--- src/rtl/tetris_ctrl_fsm.sv ---
// Game-control sequencer: arbitrates keys and gravity, issues one-cycle command
// pulses to the board datapath and waits for op_done after each one.
module tetris_ctrl_fsm #(
    parameter int ROWS        = 20,
    parameter int GRAVITY_DIV = 1000000,
    parameter int LOCK_DELAY  = 3,
    localparam int RW         = $clog2(ROWS)
) (
    input  logic          Clk,
    input  logic          RESET,
    input  logic          key_left,
    input  logic          key_right,
    input  logic          key_rotl,
    input  logic          key_rotr,
    input  logic          key_hold,
    input  logic          key_drop,
    input  logic          key_start,
    input  logic          ground_notif,
    input  logic          line_full,
    input  logic          spawn_blocked,
    input  logic          op_done,
    output logic          FALL,
    output logic          MOVELEFT,
    output logic          MOVERIGHT,
    output logic          ROTATELEFT,
    output logic          ROTATERIGHT,
    output logic          HOLDPIECE,
    output logic          PIECEPLACED,
    output logic          PIECE_LOAD,
    output logic          CLEARLINE,
    output logic          CLEARALL,
    output logic [RW-1:0] clear_row,
    output logic [2:0]    lines_cleared,
    output logic          lines_valid,
    output logic          game_over
);

    localparam int GW = $clog2(GRAVITY_DIV);
    localparam int LW = $clog2(LOCK_DELAY + 1);
    localparam logic [GW-1:0] GRAV_MAX = GW'(GRAVITY_DIV - 1);
    localparam logic [LW-1:0] LOCK_MAX = LW'(LOCK_DELAY);
    localparam logic [RW-1:0] ROW_TOP  = RW'(ROWS - 1);

    typedef enum logic [2:0] {
        S_ISSUE, S_WAIT, S_LOGO, S_STALL, S_SCAN, S_DROP_CHK, S_ENDGAME
    } state_t;

    typedef enum logic [3:0] {
        C_FALL, C_LEFT, C_RIGHT, C_ROTL, C_ROTR, C_HOLD,
        C_PLACE, C_LOAD, C_CLRLINE, C_CLRALL
    } cmd_t;

    state_t        state, state_d;
    cmd_t          cmd, cmd_d;
    logic [RW-1:0] row, row_d;
    logic [2:0]    line_cnt, line_cnt_d;
    logic [2:0]    lines_q, lines_d;
    logic          lv_q, lv_d;
    logic [LW-1:0] lock_cnt, lock_d;
    logic          hold_used, hold_d;
    logic          drop_mode, drop_d;
    logic [GW-1:0] grav_cnt, grav_cnt_d;
    logic          grav_pend, grav_pend_d;
    logic          grav_run, grav_wrap;

    always_ff @(posedge Clk) begin
        if (RESET) begin
            state     <= S_ISSUE;
            cmd       <= C_CLRALL;
            row       <= ROW_TOP;
            line_cnt  <= '0;
            lines_q   <= '0;
            lv_q      <= 1'b0;
            lock_cnt  <= '0;
            hold_used <= 1'b0;
            drop_mode <= 1'b0;
            grav_cnt  <= '0;
            grav_pend <= 1'b0;
        end else begin
            state     <= state_d;
            cmd       <= cmd_d;
            row       <= row_d;
            line_cnt  <= line_cnt_d;
            lines_q   <= lines_d;
            lv_q      <= lv_d;
            lock_cnt  <= lock_d;
            hold_used <= hold_d;
            drop_mode <= drop_d;
            grav_cnt  <= grav_cnt_d;
            grav_pend <= grav_pend_d;
        end
    end

    // Gravity only advances while a piece is in play; logo, scan and endgame freeze it.
    assign grav_run  = (state == S_STALL) || (state == S_ISSUE) ||
                       (state == S_WAIT)  || (state == S_DROP_CHK);
    assign grav_wrap = grav_run && (grav_cnt == GRAV_MAX);

    always_comb begin
        state_d     = state;
        cmd_d       = cmd;
        row_d       = row;
        line_cnt_d  = line_cnt;
        lines_d     = lines_q;
        lv_d        = 1'b0;
        lock_d      = lock_cnt;
        hold_d      = hold_used;
        drop_d      = drop_mode;
        grav_cnt_d  = grav_run ? (grav_wrap ? '0 : grav_cnt + 1'b1) : grav_cnt;
        grav_pend_d = grav_pend | grav_wrap;

        unique case (state)
            S_ISSUE: state_d = S_WAIT;
            S_WAIT: begin
                if (op_done) begin
                    unique case (cmd)
                        C_CLRALL: state_d = S_LOGO;
                        C_LOAD: begin
                            hold_d      = 1'b0;
                            lock_d      = '0;
                            grav_cnt_d  = '0;
                            grav_pend_d = 1'b0;
                            state_d     = spawn_blocked ? S_ENDGAME : S_STALL;
                        end
                        C_FALL: state_d = drop_mode ? S_DROP_CHK : S_STALL;
                        C_PLACE: begin
                            row_d      = ROW_TOP;
                            line_cnt_d = '0;
                            hold_d     = 1'b0;
                            state_d    = S_SCAN;
                        end
                        C_CLRLINE: begin
                            line_cnt_d = (line_cnt == 3'd4) ? 3'd4 : line_cnt + 1'b1;
                            state_d    = S_SCAN;
                        end
                        default: state_d = S_STALL;
                    endcase
                end
            end
            S_LOGO: begin
                if (key_start) begin
                    cmd_d   = C_LOAD;
                    state_d = S_ISSUE;
                end
            end
            S_STALL: begin
                if (grav_pend) begin
                    // A wrap in the servicing cycle is a fresh tick and stays pending.
                    grav_pend_d = grav_wrap;
                    if (!ground_notif) begin
                        lock_d  = '0;
                        cmd_d   = C_FALL;
                        state_d = S_ISSUE;
                    end else begin
                        lock_d = lock_cnt + 1'b1;
                        if (lock_cnt + 1'b1 == LOCK_MAX) begin
                            cmd_d   = C_PLACE;
                            state_d = S_ISSUE;
                        end
                    end
                end else if (key_drop) begin
                    drop_d  = 1'b1;
                    state_d = S_DROP_CHK;
                end else if (key_hold && !hold_used) begin
                    hold_d  = 1'b1;
                    cmd_d   = C_HOLD;
                    state_d = S_ISSUE;
                end else if (key_rotr) begin
                    cmd_d   = C_ROTR;
                    state_d = S_ISSUE;
                end else if (key_rotl) begin
                    cmd_d   = C_ROTL;
                    state_d = S_ISSUE;
                end else if (key_right) begin
                    cmd_d   = C_RIGHT;
                    state_d = S_ISSUE;
                end else if (key_left) begin
                    cmd_d   = C_LEFT;
                    state_d = S_ISSUE;
                end
            end
            S_DROP_CHK: begin
                state_d = S_ISSUE;
                if (ground_notif) begin
                    drop_d = 1'b0;
                    cmd_d  = C_PLACE;
                end else begin
                    cmd_d = C_FALL;
                end
            end
            S_SCAN: begin
                // A cleared row is rescanned: the collapse may have pulled another full row into it.
                if (line_full) begin
                    cmd_d   = C_CLRLINE;
                    state_d = S_ISSUE;
                end else if (row != '0) begin
                    row_d = row - 1'b1;
                end else begin
                    lv_d    = 1'b1;
                    lines_d = line_cnt;
                    cmd_d   = C_LOAD;
                    state_d = S_ISSUE;
                end
            end
            S_ENDGAME: begin
                if (key_start) begin
                    cmd_d   = C_CLRALL;
                    state_d = S_ISSUE;
                end
            end
            default: begin
                cmd_d   = C_CLRALL;
                state_d = S_ISSUE;
            end
        endcase
    end

    logic issue;
    assign issue = (state == S_ISSUE) && !RESET;

    assign FALL          = issue && (cmd == C_FALL);
    assign MOVELEFT      = issue && (cmd == C_LEFT);
    assign MOVERIGHT     = issue && (cmd == C_RIGHT);
    assign ROTATELEFT    = issue && (cmd == C_ROTL);
    assign ROTATERIGHT   = issue && (cmd == C_ROTR);
    assign HOLDPIECE     = issue && (cmd == C_HOLD);
    assign PIECEPLACED   = issue && (cmd == C_PLACE);
    assign PIECE_LOAD    = issue && (cmd == C_LOAD);
    assign CLEARLINE     = issue && (cmd == C_CLRLINE);
    assign CLEARALL      = issue && (cmd == C_CLRALL);
    assign clear_row     = row;
    assign lines_cleared = lines_q;
    assign lines_valid   = lv_q && !RESET;
    assign game_over     = (state == S_ENDGAME) && !RESET;

endmodule

--- config.mk ---
export PLATFORM = sky130hd
export DESIGN_NAME = tetris_ctrl_fsm
export DESIGN_NICKNAME = d
export VERILOG_FILES = /design/src/rtl/tetris_ctrl_fsm.sv
export SDC_FILE = /design/constraint.sdc
export NUM_CORES = 1
export LEC_CHECK = 0
export BUFFER_PORTS_ARGS = -buffer_cell sky130_fd_sc_hd__clkbuf_2
export CAP_MARGIN = 30
export CORE_MARGIN = 5
export CORE_UTILIZATION = 30
export CTS_CLUSTER_DIAMETER = 30
export CTS_CLUSTER_SIZE = 8
export DETAILED_ROUTE_END_ITERATION = 12
export RECOVER_POWER = 25
export SETUP_SLACK_MARGIN = 0.15
export SYNTH_ARGS = -nofsm -noshare
export SYNTH_HDL_FRONTEND = slang
export SYNTH_SLANG_ARGS = --single-unit
--- constraint.sdc ---
create_clock -name Clk -period 3.1 [get_ports Clk]
set_clock_uncertainty 0.15 [all_clocks]
set_input_delay 0.31 -clock Clk [delete_from_list [all_inputs] [get_ports Clk]]
set_output_delay 0.31 -clock Clk [all_outputs]
set_load 0.1 [all_outputs]
==> flow_summary.ini <==
[grt]
antenna_found_initial = 0
first_global_vias = 2025
grt_max_degree = 21
grt_pass1_wl_mm = 9.91
grt_overflow = 0
grtUsageTotal = 0.119

[cts]
clock_path_buffers = 2
cts-resized-gates = 0
cts_buffers = 5
clk_pin_slew_ps = 90
insertion_delay_ps = 300
cts_tree = yes
cts_max_level = 2
postCtsHoldBufs = 0
post-cts-setup-buffers = 0
root_buffer = clkbuf_8
cts.sinks = 44

[logic_synthesis]
synth-xor-area-share = 0.0742
synth-edff-count = 0
synth-simple-area-share = 0.335
synth_compound_area_frac = 0.135
yosysMostFrequentCell = nor2_1
yosysWarningCount = 0
yosysTopAreaCellShare = 0.355
synth_nets = 328
async_flop_share = 0
synth_area_per_cell_sq_um = 8.03
synth_top_family_by_area = simple AND/OR/NAND/NOR gates
synth_common_cells = nor2_1, dfxtp_1, nand2_1, a21oi_1
muxShareOfSynthArea = 0.0212
synth_ff_type = dfxtp_1
synth-seq-area-share = 0.355
synthAdderAreaFrac = 0.0303
synth_seq_cells = 44
synth_area_sq_um = 2480
syn_inst = 309
synth_cell_type_count = 59
ys_top_cells_by_area = dfxtp_1, nor2_1, xor2_1
yosys.area.top_type = dfxtp_1

[sta]
fmax_ghz = 0.366
holdWs_ps = 134
finalSetupTns_ps = 0
drv_slew = 0
timing.final.crit_share = 0.881
slew_headroom = 0.225
finalSetupViolations = 0
layout_min_cycle_time_ps = 2730
final_critical_path_setup_slack_ps = 368
rsz0062_at_grt = no
final-hold-violation-count = 0
worst_pin_slew_ps = 1170

[final_layout]
area_growth_pct = 13.9
fill_cells = 885
finalNonFillerCells = 445
drive_gt1_frac = 0.144
layout.nets = 358
antenna_cells = 0

[worst_setup_path]
rr_startpoint = state[1]
start_kind = flip-flop
reg2reg_slack_ps = 730
end_kind = output port
cp.required_ps = 2640
startpoint = state[1]
crit_path_max_fanout = 15
reg2reg_to = cmd[0]
r2r_cells = 6
cp.arrival_ps = 2270
path_class = reg -> out

[min_path]
hold_class = in -> reg
min_from = key_hold
worstHoldEndpoint = hold_used
whs_path_depth = 3

[die]
initial_core_util = 0.305
num_io_pins = 33
fp-row-count = 33
die-area_sq_um = 10200
coreArea_sq_um = 8130
die_y_microns = 101
die_w_microns = 101

[placed_design]
place_inst = 437
hpwl_mm = 4.22
port_buffers = 32
place_congestion = 0.914
place_ws_ps = 706

[power]
total_power_uw = 1580
power_density_nw_per_um2 = 558
ir_drop_v = 0.000177
leakage_uw = 0.00107

[routing]
drt_iter0_drc = 207
vias_per_cell = 4.95
wirelength_mm = 5.70
drt.antenna.violating_nets = 0
firstDrtPassIters = 4
vias = 2201
wl_per_cell_microns = 12.8
drc = 0

[run_status]
status = finished clean

[job]
drv_cap = 0
-- critical path: stages (launching register included) --
cell      delay [ps]
dfxtp_1          460
nor2_1           300
nand3_1          180
or3_1            430
nor3_2           130
clkbuf_2         470
-- power breakdown --
part | internal [uW] | leakage, uW | switching [uW]
registers | 610 | 0.000356 | 104
clock network | 181 | 0.0000445 | 201
logic | 163 | 0.000674 | 318
-- flip-flops by register name, indices dropped and copies added, names as in the netlist --
name,flops
clear_row,5
cmd,4
drop_mode,1
grav_cnt,20
grav_pend,1
hold_used,1
line_cnt,3
lines_cleared,3
lock_cnt,2
lv_q,1
state,3
-- placed cells by master, fill, tap and decap left out, drive strengths merged, types with 3 or more instances in the layout --
cell type / synthesis / final
clkbuf: 7 / 41
xnor2: 6 / 6
a21oi: 17 / 17
dfxtp: 44 / 44
nand2b: 5 / 5
nand4: 9 / 9
nor2: 57 / 57
and3: 3 / 3
mux2i: 3 / 3
inv: 13 / 13
nand3: 15 / 15
o21ai: 6 / 6
xor2: 15 / 15
nor2b: 4 / 4
or4: 3 / 3
ha: 6 / 6
nor4b: 5 / 5
nor3: 12 / 12
a32oi: 4 / 4
nand2: 30 / 30
-- stage by stage --
stage | instance area (sq um) | utilization
final | 2830 | 0.347
after floorplan | 2500 | -
after global routing | 2830 | 0.347
after global placement | 2750 | 0.338
after detailed placement | 2750 | 0.338
after CTS | 2840 | 0.350
-- cells by family (layout without fill, tap and decap cells) --
group	Yosys count	in the layout
xor+xnor	21	21
flops	44	44
mux	5	5
simple gates	160	160
fa+ha+maj	6	6
buf+inv	26	57
compound gates	47	47
-- layer usage --
layer  share of wire  track usage  up-vias
li1                -            -     1144
met1            0.50        0.171     1003
met2            0.45        0.178       46
met3           0.039       0.0221        8
met4           0.012       0.0419        0
met5               0            0        -
-- worst max-delay path by stage --
stage / end / cells past startpoint
finish: FALL / 5
global route: FALL / 5
CTS: FALL / 5
detailed placement: FALL / 5
global placement: FALL / 5
floorplan: CLEARALL / 4
-- cell type report --
type / count / area [sq um] / share of cell area
Multi-Input combinational cell: 239 / 1500 / 0.531
Sequential cell: 44 / 881 / 0.312
Timing Repair Buffer: 36 / 171 / 0.0607
Tap cell: 105 / 131 / 0.0465
Clock buffer: 7 / 86.3 / 0.0306
Inverter: 13 / 48.8 / 0.0173
Clock inverter: 1 / 7.51 / 0.00266
(Power assumes the default switching activity.)
